**config.mk**
```make
export PLATFORM = sky130hd
export DESIGN_NAME = spi_reg_ctrl
export DESIGN_NICKNAME = d
export VERILOG_FILES = /design/src/rtl/spi_reg_ctrl.sv
export SDC_FILE = /design/constraint.sdc
export NUM_CORES = 1
export LEC_CHECK = 0
export ABC_AREA = 1
export BUFFER_PORTS_ARGS = -buffer_cell sky130_fd_sc_hd__buf_2
export CORE_UTILIZATION = 25
export CTS_CLUSTER_DIAMETER = 120
export CTS_CLUSTER_SIZE = 10
export DETAILED_ROUTE_END_ITERATION = 10
export HOLD_SLACK_MARGIN = 0.05
export SLEW_MARGIN = 25
export SYNTH_ARGS = -nofsm -noshare
export SYNTH_HDL_FRONTEND = slang
export SYNTH_SLANG_ARGS = --single-unit
```
**constraint.sdc**
```tcl
create_clock -name clk -period 3.2 [get_ports clk]
set_input_delay 0.48 -clock clk [delete_from_list [all_inputs] [get_ports clk]]
set_output_delay 0.48 -clock clk [all_outputs]
set_load 0.02 [all_outputs]
```
**src/rtl/spi_reg_ctrl.sv**
```systemverilog
// SPI mode-0 slave exposing a four-byte register bank.
// Frame: nss low, command byte {rd,xxxxx,addr}, data byte.
module spi_reg_ctrl #(
  parameter int SYNC_STAGES = 2
) (
  input  logic        clk,
  input  logic        rst,
  input  logic        sck,
  input  logic        sdi,
  input  logic        nss,
  output logic        sdo,
  output logic [31:0] regs,
  output logic        wr_stb,
  output logic [1:0]  wr_addr,
  output logic        frame_err,
  output logic        busy
);

  typedef enum logic [1:0] {IDLE, CMD, DATA, HOLD} state_t;

  state_t                 state;
  logic [SYNC_STAGES-1:0] sck_sy, sdi_sy, nss_sy, fill;
  logic                   sck_d, nss_d, armed;
  logic [2:0]             cnt;
  logic [6:0]             rx;
  logic                   cmd_rd, first_fall, wr_pend;
  logic [1:0]             cmd_addr;
  logic [7:0]             tx_shift;

  logic sck_s, sdi_s, nss_s, rise, fall, nss_fall;

  assign sck_s    = sck_sy[SYNC_STAGES-1];
  assign sdi_s    = sdi_sy[SYNC_STAGES-1];
  assign nss_s    = nss_sy[SYNC_STAGES-1];
  assign rise     = sck_s & ~sck_d;
  assign fall     = ~sck_s & sck_d;
  // armed blocks a false falling edge when nss is already low at reset release
  assign nss_fall = armed & nss_d & ~nss_s;
  assign sdo      = tx_shift[7];

  always_ff @(posedge clk) begin
    if (!rst) begin
      sck_sy     <= '0;
      sdi_sy     <= '0;
      nss_sy     <= '1;
      fill       <= '0;
      sck_d      <= 1'b0;
      nss_d      <= 1'b1;
      armed      <= 1'b0;
      state      <= IDLE;
      cnt        <= '0;
      rx         <= '0;
      cmd_rd     <= 1'b0;
      cmd_addr   <= '0;
      first_fall <= 1'b0;
      tx_shift   <= '0;
      regs       <= '0;
      wr_pend    <= 1'b0;
      wr_stb     <= 1'b0;
      wr_addr    <= '0;
      frame_err  <= 1'b0;
      busy       <= 1'b0;
    end else begin
      sck_sy[0] <= sck;
      sdi_sy[0] <= sdi;
      nss_sy[0] <= nss;
      fill[0]   <= 1'b1;
      for (int i = 1; i < SYNC_STAGES; i++) begin
        sck_sy[i] <= sck_sy[i-1];
        sdi_sy[i] <= sdi_sy[i-1];
        nss_sy[i] <= nss_sy[i-1];
        fill[i]   <= fill[i-1];
      end
      sck_d <= sck_s;
      nss_d <= nss_s;
      if (fill[SYNC_STAGES-1] && nss_s) armed <= 1'b1;

      frame_err <= 1'b0;
      wr_pend   <= 1'b0;
      wr_stb    <= wr_pend;

      unique case (state)
        IDLE: begin
          if (nss_fall) begin
            state <= CMD;
            cnt   <= '0;
            busy  <= 1'b1;
          end
        end
        CMD: begin
          if (nss_s) begin
            state     <= IDLE;
            busy      <= 1'b0;
            frame_err <= 1'b1;
          end else if (rise) begin
            rx  <= {rx[5:0], sdi_s};
            cnt <= cnt + 3'd1;
            if (cnt == 3'd7) begin
              state      <= DATA;
              cmd_rd     <= rx[6];
              cmd_addr   <= {rx[0], sdi_s};
              first_fall <= 1'b1;
              if (rx[6])
                tx_shift <= regs[{rx[0], sdi_s, 3'b000} +: 8];
            end
          end
        end
        DATA: begin
          if (nss_s) begin
            state     <= IDLE;
            busy      <= 1'b0;
            frame_err <= 1'b1;
            tx_shift  <= '0;
          end else if (fall) begin
            // the first fall closes the command byte; MSB is already out
            if (first_fall) first_fall <= 1'b0;
            else            tx_shift   <= {tx_shift[6:0], 1'b0};
          end else if (rise) begin
            rx  <= {rx[5:0], sdi_s};
            cnt <= cnt + 3'd1;
            if (cnt == 3'd7) begin
              state    <= HOLD;
              tx_shift <= '0;
              if (!cmd_rd) begin
                regs[{cmd_addr, 3'b000} +: 8] <= {rx, sdi_s};
                wr_addr <= cmd_addr;
                wr_pend <= 1'b1;
              end
            end
          end
        end
        HOLD: begin
          if (nss_s) begin
            state <= IDLE;
            busy  <= 1'b0;
          end
        end
        default: state <= IDLE;
      endcase
    end
  end

endmodule
```
==> metrics.yaml <==
run_status:
  status: "complete, no violations"
grt:
  track_usage_pct: 13.7
  grt_max_degree: 50
  grt_pass1_vias: 3051
  antenna_found_initial: 0
  grt_pass1_wl_um: 15400
  grt-ovfl-total: 0
final_layout:
  layout_commonest_cell: "nand2_1"
  nets: 535
  n_antenna_cell: 0
  utilization_pct: 31.4
  drive_above_1_share_pct: 14.3
  areaGrowthSynthToFinish_pct: 20.8
  final_cell_mix: "nand2_1, nor2_1, dfxtp_1"
synth:
  synth_warnings: 0
  yosysUniqueCellTypes: 25
  syn_inst: 478
  synth_area_sq_mm: 0.00334
  syn_nets: 494
  seq_area_frac_synth_pct: 43.8
  ys_ff_latch: 73
  postSynthAreaPerCell_sq_um: 6.98
cts:
  clk_latency_ns: 0.33
  cts_buffer_depth: 2
  clkTransAtPathRegs_ns: 0.06
  cts_buffers: 9
  cts_hold_buf: 0
  cts_setup_buffers: 0
  cts_root_buf: "clkbuf_16"
  cts_resized: 0
  htree_levels: 3
  cts.sinks: 73
  cts_tree: "built"
place:
  io_buffers: 42
  dp_hpwl_um: 6520
  globalplace.congestion: 0.824
sta:
  tightest_slew_ns: 0.935
  skew_ns: 0.0102
  drv_slew: 0
  post-route-period-util_pct: 72.1
  min_period_ns: 2.31
  rsz0062_at_grt: "false"
  timing.hold.ws_ns: 0.331
  relSlewSlack_pct: 37.2
  finalSetupTns_ns: 0
  hold_viol: 0
  fmax_mhz: 433
  setup_viol: 0
drt:
  vias_per_cell: 4.59
  num_vias: 3195
  drt-initial-drc-count: 180
  routed_wl_um: 9120
  dr.pass1.iters: 4
  wl_per_cell_um: 13.1
  drc_errors: 0
  ant_nets: 0
floorplanning:
  ios: 43
  die_w_um: 118
  core_sq_mm: 0.0128
  die_h_um: 118
  fp.dieArea_sq_mm: 0.0138
  rows: 41
  start_util_pct: 26.0
job:
  cap_violations: 0
setup_path:
  crit_fanout: 13
  cp.arrival_ns: 2.56
  crit_type: "reg2reg"
  cp-end-kind: "flop"
  crit_required_ns: 3.45
  setup.worst_path.start_class: "flop"
power_and_ir_drop:
  power_mw: 2.19
  p_per_area_mw_per_mm2: 543
  ir_drop_v: 0.000225
  leakagePower_nw: 1.86
worst_hold_path:
  hp-class: "in2reg"
layer usage:
layer	track usage (%)	part of all wire, %	vias to the layer above
met2	22.1	45	92
met4	5.37	1.5	0
met5	0	0	-
met1	18.3	48	1475
met3	2.18	5.1	12
li1	-	-	1616
synthesized netlist by cell type, drive strengths merged:
cell type / n / area [sq um]
nand4: 3 / 18.8
nand3: 31 / 160
nor2: 90 / 370
dfxtp: 73 / 1460
buf: 6 / 37.5
or2: 3 / 18.8
o211a: 1 / 10.0
nor3: 4 / 20.0
inv: 51 / 191
nand2: 93 / 359
a21oi: 48 / 240
ha: 11 / 138
o21ai: 55 / 279
clkbuf: 8 / 30.0
clkinv: 1 / 3.75
final timing paths:
path | from | end | slack, ns | cells after the start
max | cmd_addr[0] | regs[23] | 0.89 | 6
min | nss | nss_sy[0] | 0.33 | 2
max reg2reg | cmd_addr[0] | regs[23] | 0.89 | 6
min reg2reg | sck_sy[0] | sck_sy[1] | 0.40 | 2
final cells by class:
class                   count  area (sq um)
repair buffers             44           225
well taps                 172           215
multi-input cells         339          1610
fillers                  1396          8790
inverters                  52           195
clock buffers              10           229
clock inverters             6          91.3
flip-flops and latches     73          1460
cell families after synthesis:
logic type	count (synthesis)	share of synthesized area, %
AO/OA/AOI/OAI	104	15.9
adder cells (fa/ha/maj)	11	4.12
buffers and inverters	66	7.87
flip-flops	73	43.8
AND/OR/NAND/NOR	224	28.4
state kept, by name, summed over array words and instances (netlist names):
name        count
wr_pend         1
busy            1
nss_sy          2
frame_err       1
fill            2
nss_d           1
regs           32
sck_sy          2
sck_d           1
sdi_sy          2
armed           1
cmd_rd          1
cmd_addr        2
state           2
rx              7
cnt             3
tx_shift        8
wr_addr         2
wr_stb          1
first_fall      1
power by group:
part           switching, mW  total (mW)  internal, mW
Sequential            0.0159       0.948         0.932
Clock                  0.405        1.09         0.686
Combinational          0.102       0.151        0.0488
through the flow:
| stage | instance area [sq um] | cells | setup WS, ns |
|---|---|---|---|
| 6_report | 4030 | 696 | 0.891 |
| 5_1_grt | 4030 | 696 | 0.681 |
| 4_1_cts | 4030 | 696 | 0.943 |
| 3_5_place_dp | 3710 | 680 | 0.947 |
| 3_3_place_gp | 3710 | 680 | 1.13 |
| 2_1_floorplan | 3340 | 478 | 1.44 |
worst max-delay path, stage by stage (launching register included):
cell	delay [ns]
dfxtp_1	0.58
inv_1	0.19
ha_1	0.35
inv_1	0.07
nor3_1	0.72
nand3_1	0.16
a21oi_1	0.16
(Power assumes the default switching activity.)
